[src/rtl/spi_gate_pkg.sv]
// Shared types, constants and helpers for the SPI slave gateway.
package spi_gate_pkg;

    typedef enum logic [1:0] {
        S_IDLE,
        S_ADDR,
        S_LOAD,
        S_DATA
    } state_t;

    // CLK cycles between the end of the TXE cycle and the TXD capture.
    localparam int TX_LATCH_DLY = 2;

    // Depth of the SCLK/MOSI/nCS synchronisers.
    localparam int SYNC_STAGES = 2;

    // True when the sample edge is the rising synced SCLK edge.
    function automatic logic sample_on_rise(input logic cpol, input logic cpha);
        return cpol == cpha;
    endfunction

endpackage

[src/rtl/spi_edge_sync.sv]
// Brings the host SPI pins into the CLK domain and turns SCLK transitions
// into single-cycle sample/shift strobes for the selected SPI mode.
module spi_edge_sync #(
    parameter bit CPOL = 1'b0,
    parameter bit CPHA = 1'b0
) (
    input  logic CLK,
    input  logic RST,
    input  logic SCLK,
    input  logic MOSI,
    input  logic nCS,
    output logic sample_edge,
    output logic shift_edge,
    output logic cs_active,
    output logic mosi_s
);
    import spi_gate_pkg::*;

    localparam bit SAMPLE_RISE = sample_on_rise(CPOL, CPHA);

    logic [SYNC_STAGES-1:0] sclk_sync;
    logic [SYNC_STAGES-1:0] mosi_sync;
    logic [SYNC_STAGES-1:0] cs_sync;
    logic                   sclk_prev;
    logic                   cs_prev;
    logic                   sclk_s;
    logic                   sclk_rise;
    logic                   sclk_fall;

    // Synchroniser chains plus one history flop each for SCLK edge detection
    // and for gating; chip select is kept active-high so a cleared chain
    // reads as "not selected".
    always_ff @(posedge CLK or posedge RST) begin
        if (RST) begin
            sclk_sync <= '0;
            mosi_sync <= '0;
            cs_sync   <= '0;
            sclk_prev <= 1'b0;
            cs_prev   <= 1'b0;
        end else begin
            sclk_sync <= {sclk_sync[SYNC_STAGES-2:0], SCLK};
            mosi_sync <= {mosi_sync[SYNC_STAGES-2:0], MOSI};
            cs_sync   <= {cs_sync[SYNC_STAGES-2:0], ~nCS};
            sclk_prev <= sclk_sync[SYNC_STAGES-1];
            cs_prev   <= cs_sync[SYNC_STAGES-1];
        end
    end

    assign sclk_s    = sclk_sync[SYNC_STAGES-1];
    assign mosi_s    = mosi_sync[SYNC_STAGES-1];
    assign cs_active = cs_sync[SYNC_STAGES-1];
    assign sclk_rise = sclk_s & ~sclk_prev;
    assign sclk_fall = ~sclk_s & sclk_prev;

    // Edges are qualified by the previous-cycle select so that a final sample
    // edge landing on the same CLK as deselect still completes its word.
    assign sample_edge = cs_prev & (SAMPLE_RISE ? sclk_rise : sclk_fall);
    assign shift_edge  = cs_prev & (SAMPLE_RISE ? sclk_fall : sclk_rise);

endmodule

[src/rtl/spi_gate_ng.sv]
// SPI slave gateway: an address phase selects an internal port, then words
// are exchanged in bursts with optional address auto-increment.
module spi_gate_ng #(
    parameter int ADDR_W   = 8,
    parameter int DATA_W   = 16,
    parameter bit CPOL     = 1'b0,
    parameter bit CPHA     = 1'b0,
    parameter bit AUTO_INC = 1'b1
) (
    input  logic              CLK,
    input  logic              RST,
    input  logic              SCLK,
    input  logic              MOSI,
    output logic              MISO,
    input  logic              nCS,
    output logic [DATA_W-1:0] RXD,
    input  logic [DATA_W-1:0] TXD,
    output logic [ADDR_W-1:0] ADDR,
    output logic              SEL,
    output logic              TXE,
    output logic              RXE
);
    import spi_gate_pkg::*;

    localparam int               CNT_W     = 6;
    localparam logic [CNT_W-1:0] ADDR_LAST = CNT_W'(ADDR_W - 1);
    localparam logic [CNT_W-1:0] DATA_LAST = CNT_W'(DATA_W - 1);
    localparam logic [1:0]       LOAD_LAST = 2'(TX_LATCH_DLY + 1);

    state_t             state;
    state_t             state_next;
    logic               sample_edge;
    logic               shift_edge;
    logic               cs_active;
    logic               mosi_s;
    logic [CNT_W-1:0]   bit_cnt;
    logic [1:0]         load_cnt;
    logic               skip_shift;
    logic [ADDR_W-1:0]  addr_sh;
    logic [DATA_W-1:0]  rx_sh;
    logic [DATA_W-1:0]  tx_sh;
    logic [ADDR_W-1:0]  addr_next;
    logic [DATA_W-1:0]  rx_next;
    logic               addr_done;
    logic               word_done;
    logic               tx_load;
    logic               txe_next;

    spi_edge_sync #(
        .CPOL (CPOL),
        .CPHA (CPHA)
    ) u_sync (
        .CLK         (CLK),
        .RST         (RST),
        .SCLK        (SCLK),
        .MOSI        (MOSI),
        .nCS         (nCS),
        .sample_edge (sample_edge),
        .shift_edge  (shift_edge),
        .cs_active   (cs_active),
        .mosi_s      (mosi_s)
    );

    assign addr_next = ADDR_W'({addr_sh, mosi_s});
    assign rx_next   = DATA_W'({rx_sh, mosi_s});
    assign MISO      = tx_sh[DATA_W-1];

    // State register.
    always_ff @(posedge CLK or posedge RST) begin
        if (RST) begin
            state <= S_IDLE;
        end else begin
            state <= state_next;
        end
    end

    // Next-state and phase strobes; deselect overrides everything except a
    // word that completes on the same cycle.
    always_comb begin
        state_next = state;
        addr_done  = 1'b0;
        word_done  = 1'b0;
        tx_load    = 1'b0;
        txe_next   = 1'b0;
        case (state)
            S_IDLE: begin
                if (cs_active) begin
                    state_next = S_ADDR;
                end
            end
            S_ADDR: begin
                if (sample_edge && bit_cnt == ADDR_LAST) begin
                    addr_done  = 1'b1;
                    state_next = S_LOAD;
                end
            end
            S_LOAD: begin
                if (load_cnt == 2'd0) begin
                    txe_next = 1'b1;
                end
                if (load_cnt == LOAD_LAST) begin
                    tx_load    = 1'b1;
                    state_next = S_DATA;
                end
            end
            S_DATA: begin
                if (sample_edge && bit_cnt == DATA_LAST) begin
                    word_done  = 1'b1;
                    state_next = S_LOAD;
                end
            end
            default: state_next = S_IDLE;
        endcase
        if (!cs_active) begin
            state_next = S_IDLE;
            addr_done  = 1'b0;
            tx_load    = 1'b0;
            txe_next   = 1'b0;
        end
    end

    // Datapath: shift registers, counters and the registered port-bus outputs.
    always_ff @(posedge CLK or posedge RST) begin
        if (RST) begin
            bit_cnt    <= '0;
            load_cnt   <= '0;
            skip_shift <= 1'b0;
            addr_sh    <= '0;
            rx_sh      <= '0;
            tx_sh      <= '0;
            ADDR       <= '0;
            RXD        <= '0;
            SEL        <= 1'b0;
            TXE        <= 1'b0;
            RXE        <= 1'b0;
        end else begin
            TXE <= txe_next;
            RXE <= word_done;
            if (word_done) begin
                RXD <= rx_next;
                if (AUTO_INC) begin
                    ADDR <= ADDR + ADDR_W'(1);
                end
            end
            if (addr_done) begin
                ADDR <= addr_next;
                SEL  <= 1'b1;
            end
            if (!cs_active) begin
                bit_cnt    <= '0;
                load_cnt   <= '0;
                skip_shift <= 1'b0;
                addr_sh    <= '0;
                rx_sh      <= '0;
                SEL        <= 1'b0;
            end else begin
                case (state)
                    S_ADDR: begin
                        if (sample_edge) begin
                            addr_sh <= addr_next;
                            bit_cnt <= addr_done ? '0 : bit_cnt + CNT_W'(1);
                        end
                    end
                    S_LOAD: begin
                        if (tx_load) begin
                            tx_sh      <= TXD;
                            skip_shift <= 1'b1;
                            load_cnt   <= '0;
                        end else begin
                            load_cnt <= load_cnt + 2'd1;
                        end
                    end
                    S_DATA: begin
                        if (sample_edge) begin
                            rx_sh   <= rx_next;
                            bit_cnt <= word_done ? '0 : bit_cnt + CNT_W'(1);
                        end
                        if (shift_edge) begin
                            if (skip_shift) begin
                                skip_shift <= 1'b0;
                            end else begin
                                tx_sh <= {tx_sh[DATA_W-2:0], 1'b0};
                            end
                        end
                    end
                    default: begin
                    end
                endcase
            end
        end
    end

endmodule

[config.mk]
export PLATFORM = sky130hd
export DESIGN_NAME = spi_gate_ng
export DESIGN_NICKNAME = d
export VERILOG_FILES = /design/src/rtl/spi_gate_pkg.sv /design/src/rtl/spi_edge_sync.sv /design/src/rtl/spi_gate_ng.sv
export SDC_FILE = /design/constraint.sdc
export NUM_CORES = 1
export LEC_CHECK = 0
export CELL_PAD_IN_SITES_DETAIL_PLACEMENT = 0
export CELL_PAD_IN_SITES_GLOBAL_PLACEMENT = 1
export CORE_MARGIN = 5
export CORE_UTILIZATION = 25
export DETAILED_ROUTE_END_ITERATION = 16
export MAX_ROUTING_LAYER = met4
export PLACE_DENSITY = 0.52
export SETUP_SLACK_MARGIN = 0.15
export SYNTH_ARGS = -nofsm -noshare
export SYNTH_HDL_FRONTEND = slang
export SYNTH_SLANG_ARGS = --single-unit
[constraint.sdc]
create_clock -name CLK -period 5.5 [get_ports CLK]
set_input_delay 1.1 -clock CLK [delete_from_list [all_inputs] [get_ports CLK]]
set_output_delay 1.1 -clock CLK [all_outputs]
set_load 0.005 [all_outputs]
==> metrics.cfg, run 1 <==
[run_status]
status=finished clean

[detailed_routing]
drt_wl_total_mm=8.22
firstDrtPassIters=4
drc_errors=0
vias_per_cell=4.46
detail-route-antenna-nets=0
initialDrtViolationCount=154
wire_per_inst_um=14.0
via_count=2607

[floorplanning]
row_count=45
dieWidth_um=133
core_area_um2=15000
die_area_um2=17700
dieHeight_um=133
pin_count=49
start_util_pct=25.2

[logic_synthesis]
async_flop_share_pct=100
syn_inst=352
synth_enable_flop_cells=0
ys_seq_area_share_pct=55.5
ys.warnings.count=0
ys_ff_latch=84
ys.flop_type=dfrtp_1
syn_area_per_cell_um2=10.8
syn_area_um2=3790
synth_fp_nets=377
ys_types=45

[final_layout]
drive_above_1_share_pct=9.82
area_growth_pct=24.1
n_antenna_cell=0
n_fill_cell=1540
num-nets-final=418
most-common-layout-cells=dfrtp_1, nand2_1, clkdlybuf4s50_1, nor2_1, a21boi_0
mostFrequentLayoutCell=dfrtp_1

[timing]
slew_headroom_pct=35.9
setup_viol=0
hold_slack_ps=352
period_share_pct=50.0
clock_skew_ps=7.90
grt_setup_unrepaired=false
finalHoldViolations=0
period_needed_ps=2750
fin_ws_ps=2750
fmax_mhz=364
setup_tns_ps=0
report.final.slew_viol_count=0
worst_pin_slew_ps=958

[placement]
dp_hpwl_mm=5.50
gp_congestion=0.717
io_buffers=48
dp_slack_ps=2700

[power_and_ir_drop]
power_density_nw_per_um2=262
p_leak_nw=1.99
peakVddDrop_mv=0.137

[worst_setup_path]
ff2ff_path_depth=5
cp.arrival_ps=2960
ff2ff_setup_slack_ps=2750
crit_required_ps=5710
startpoint_type=flip-flop
timing_worst_setup_path_type=reg2reg
crit_path_end_kind=flip-flop
cp_max_fo=22

[flow_run]
maxCapViolCount=0

[min_path]
whs_path_depth=0
min_path_type=reg2reg

[grt]
overflow=0
grt_pass1_vias=2749
track_usage_pct=10.2
grt_max_degree=55
antenna_found_initial=0
grt_pass1_wl_mm=14.1

[clock_tree]
cts_setup_buffers=0
clkLatencyLatePin_ps=340
cts_max_path_buffers=2
cts_sinks=84
htree_levels=3
cts_made_buffers=9
cts_hold_buffers=0
cts_root_buffer=clkbuf_16
cts_tree=yes
ctsResizeCount=0
clk_pin_slew_worst_paths_ps=60

worst max-delay path, cell delays in order, from the launching register on:
cell,delay (ps)
dfrtp_1,770
nand2_1,600
or4_1,640
buf_4,260
o211ai_1,220
o311ai_1,110
worst paths after layout:
kind,startpoint,to
hold / removal,u_sync.cs_sync[0],u_sync.cs_sync[1]
max in group asynchronous,RST,TXE
setup reg to reg,state[1],ADDR[3]
hold reg to reg,u_sync.cs_sync[0],u_sync.cs_sync[1]
min in group asynchronous,RST,RXD[3]
setup / recovery,state[1],ADDR[3]
cell type report:
class / count / area, µm² / area share [%]
clock inverters: 5 / 37.5 / 0.799
repair buffers: 52 / 510 / 10.9
inverters: 12 / 46.3 / 0.985
flip-flops and latches: 84 / 2100 / 44.7
multi-input cells: 234 / 1530 / 32.5
well taps: 188 / 235 / 5.01
clock buffers: 10 / 239 / 5.09
synthesized netlist by cell type, drive strengths merged (3+ instances only):
| library cell | instances | area, µm² |
|---|---|---|
| xnor2 | 6 | 52.6 |
| dfrtp | 84 | 2100 |
| buf | 9 | 63.8 |
| nand2b | 4 | 25.0 |
| nand3b | 3 | 22.5 |
| a211oi | 3 | 22.5 |
| a21boi | 24 | 180 |
| nor2 | 28 | 105 |
| mux2i | 16 | 160 |
| o21ai | 15 | 75.1 |
| a21oi | 20 | 100 |
| ha | 4 | 50.1 |
| clkbuf | 13 | 48.8 |
| mux2 | 16 | 236 |
| nand3 | 7 | 35.0 |
| inv | 12 | 45.0 |
| nand2 | 53 | 199 |
per-layer routing:
metal  share of wire, %  up-vias  track usage (%)  wire length [µm]
met5                  0        -                -                 0
li1                   -     1278                -                 -
met3                3.5       10             2.47               288
met2                 45       39             14.7              3690
met1                 50     1280             14.0              4130
met4                1.3        0             3.81               105
cells by family (layout without fill, tap and decap cells):
group                      count (synthesis)  count (layout)  share of synthesized area, %
adders and majority gates                  4               4                          1.32
AOI/OAI and AO/OA                         77              77                          13.2
and+or+nand+nor                          113             113                          13.5
DFF                                       84              84                          55.5
buffers and inverters                     34              79                          4.16
muxes                                     32              32                          10.5
xor gates and xnor gates                   8               8                          1.85
metrics by stage:
stage                     cells  util, %  power, mW  area, µm²
after detailed placement    570     29.4      0.684       4420
after global routing        585     31.3       1.29       4700
after CTS                   585     31.3       1.26       4700
after global placement      570     29.4      0.684       4420
after floorplan             352        -      0.660       3790
final                       585     31.3       1.23       4700
where the power goes:
group          total [mW]  switching [mW]  internal, mW
combinational      0.0444          0.0243        0.0201
clock               0.563           0.245         0.317
sequential          0.626         0.00399         0.622
total                1.23           0.274         0.959
state kept, by name (all words and copies together) (netlist names), 6 cells and up:
signal / cells
addr_sh: 7
RXD: 16
bit_cnt: 6
rx_sh: 15
ADDR: 8
tx_sh: 16
Note: power is estimated with default switching activity, not from simulation.
==> inputs of run 2 (changes only) <==
- PLACE_DENSITY: 0.52 -> 0.53
- clock period: 5.5 -> 2.49 ns (I/O delays scaled with it)
==> metrics.cfg, run 2 (same netlist as run 1, synthesis figures left out) <==
[run_status]
status=finished clean

[timing]
grt_setup_unrepaired=false
period_needed_ps=1970
worst_pin_slew_ps=510
setup_viol=0
fmax_mhz=506
fin_ws_ps=515
clock_skew_ps=9.06
setup_tns_ps=0
period_share_pct=79.3
report.final.slew_viol_count=0
slew_headroom_pct=65.9
finalHoldViolations=0

[placement]
dp_hpwl_mm=5.50
dp_slack_ps=537
dpl.cell_count=577
io_buffers=48
gp_congestion=0.799

[worst_setup_path]
timing.rr.start=bit_cnt[0]
startpoint_type=flip-flop
cp_slowest_cell=or4_1
crit_required_ps=2700
cp.arrival_ps=2190
cp_num_buf_inv=1
crit_path_end_kind=flip-flop
cp_cell_sequence=ha_1 -> nand4bb_1 -> or4_1 -> buf_4 -> o211ai_1 -> o311ai_1
cp_max_fo=22
crit_start=bit_cnt[0]
cpPeakStageDelay_ps=420
path_delay_family=simple AND/OR/NAND/NOR gates
timing_worst_setup_path_type=reg2reg

[detailed_routing]
firstDrtPassIters=4
initialDrtViolationCount=104
wire_per_inst_um=14.2
vias_per_cell=4.46
drt_wl_total_mm=8.41
detail-route-antenna-nets=0
via_count=2643
drc_errors=0

[floorplanning]
row_count=45
dieWidth_um=133
core_area_um2=15000
pin_count=49
start_util_pct=25.2
die_area_um2=17700
dieHeight_um=133

[final_layout]
num-nets-final=425
n_antenna_cell=0
mostFrequentLayoutCell=dfrtp_1
final_util_pct=31.9
drive_above_1_share_pct=11.4
most-common-layout-cells=dfrtp_1, nand2_1, clkdlybuf4s50_1, nor2_1, a21boi_0
reg_top3=RXD (16), tx_sh (16), rx_sh (15)
n_fill_cell=1532
area_growth_pct=26.5
final_cells=593

[clock_tree]
clk_pin_slew_worst_paths_ps=70
ctsResizeCount=0
cts_root_buffer=clkbuf_16
cts_tree=yes
cts_setup_buffers=0
htree_levels=3
cts_max_path_buffers=2
cts_sinks=84
clkLatencyLatePin_ps=340
cts_made_buffers=9
cts_hold_buffers=0

[grt]
grt_max_degree=85
grt_pass1_wl_mm=14.3
overflow=0
track_usage_pct=10.3
antenna_found_initial=0
grt_pass1_vias=2725

[min_path]
min_path_type=reg2reg
holdCritStartpoint=u_sync.cs_sync[0]

[flow_run]
maxCapViolCount=0

[power_and_ir_drop]
peakVddDrop_mv=0.259
p_leak_nw=2.04
power_density_nw_per_um2=594

-- run 2: cell types whose count changed in the layout (fill, tap and decap cells not counted) --
| cell | previous run | this run |
|---|---|---|
| buf_12 | 0 | 1 |
| clkbuf_1 | 0 | 1 |
| bufinv_16 | 0 | 1 |
| buf_4 | 4 | 10 |
| clkinv_2 | 2 | 1 |
-- run 2: final timing paths --
check                                    end  cells past startpoint  slack [ps]
setup / recovery                     ADDR[3]                      6         520
hold / removal             u_sync.cs_sync[1]                      0         350
setup reg to reg                     ADDR[3]                      6         520
hold reg to reg            u_sync.cs_sync[1]                      0         350
max in group asynchronous         addr_sh[3]                      3        1500
min in group asynchronous          tx_sh[10]                      3         650
-- run 2: cell type report --
type / count / area [µm²] / share of cell area [%]
sequential: 84 / 2100 / 43.9
multi-input combinational: 234 / 1530 / 31.9
timing repair buffer: 59 / 576 / 12.0
clock buffer: 11 / 243 / 5.07
tap: 188 / 235 / 4.91
clock inverter: 5 / 60.1 / 1.25
inverter: 12 / 48.8 / 1.02
-- run 2: routing by layer --
metal	track usage [%]	wire length [µm]	vias to the layer above
met1	13.4	4130	1282
li1	-	-	1307
met5	-	0	-
met2	15.3	3840	44
met4	4.39	126	0
met3	2.43	308	10
-- run 2: power breakdown --
part           internal (mW)  switching (mW)
logic                 0.0482          0.0553
registers               1.37         0.00888
clock network          0.809           0.552
-- run 2: stage by stage --
stage	area (µm²)	hold slack (ps)	power, mW
2_1_floorplan	3790	331	1.46
3_3_place_gp	4490	334	1.52
3_5_place_dp	4490	336	1.52
4_1_cts	4790	351	2.91
5_1_grt	4790	364	2.96
6_report	4790	349	2.85
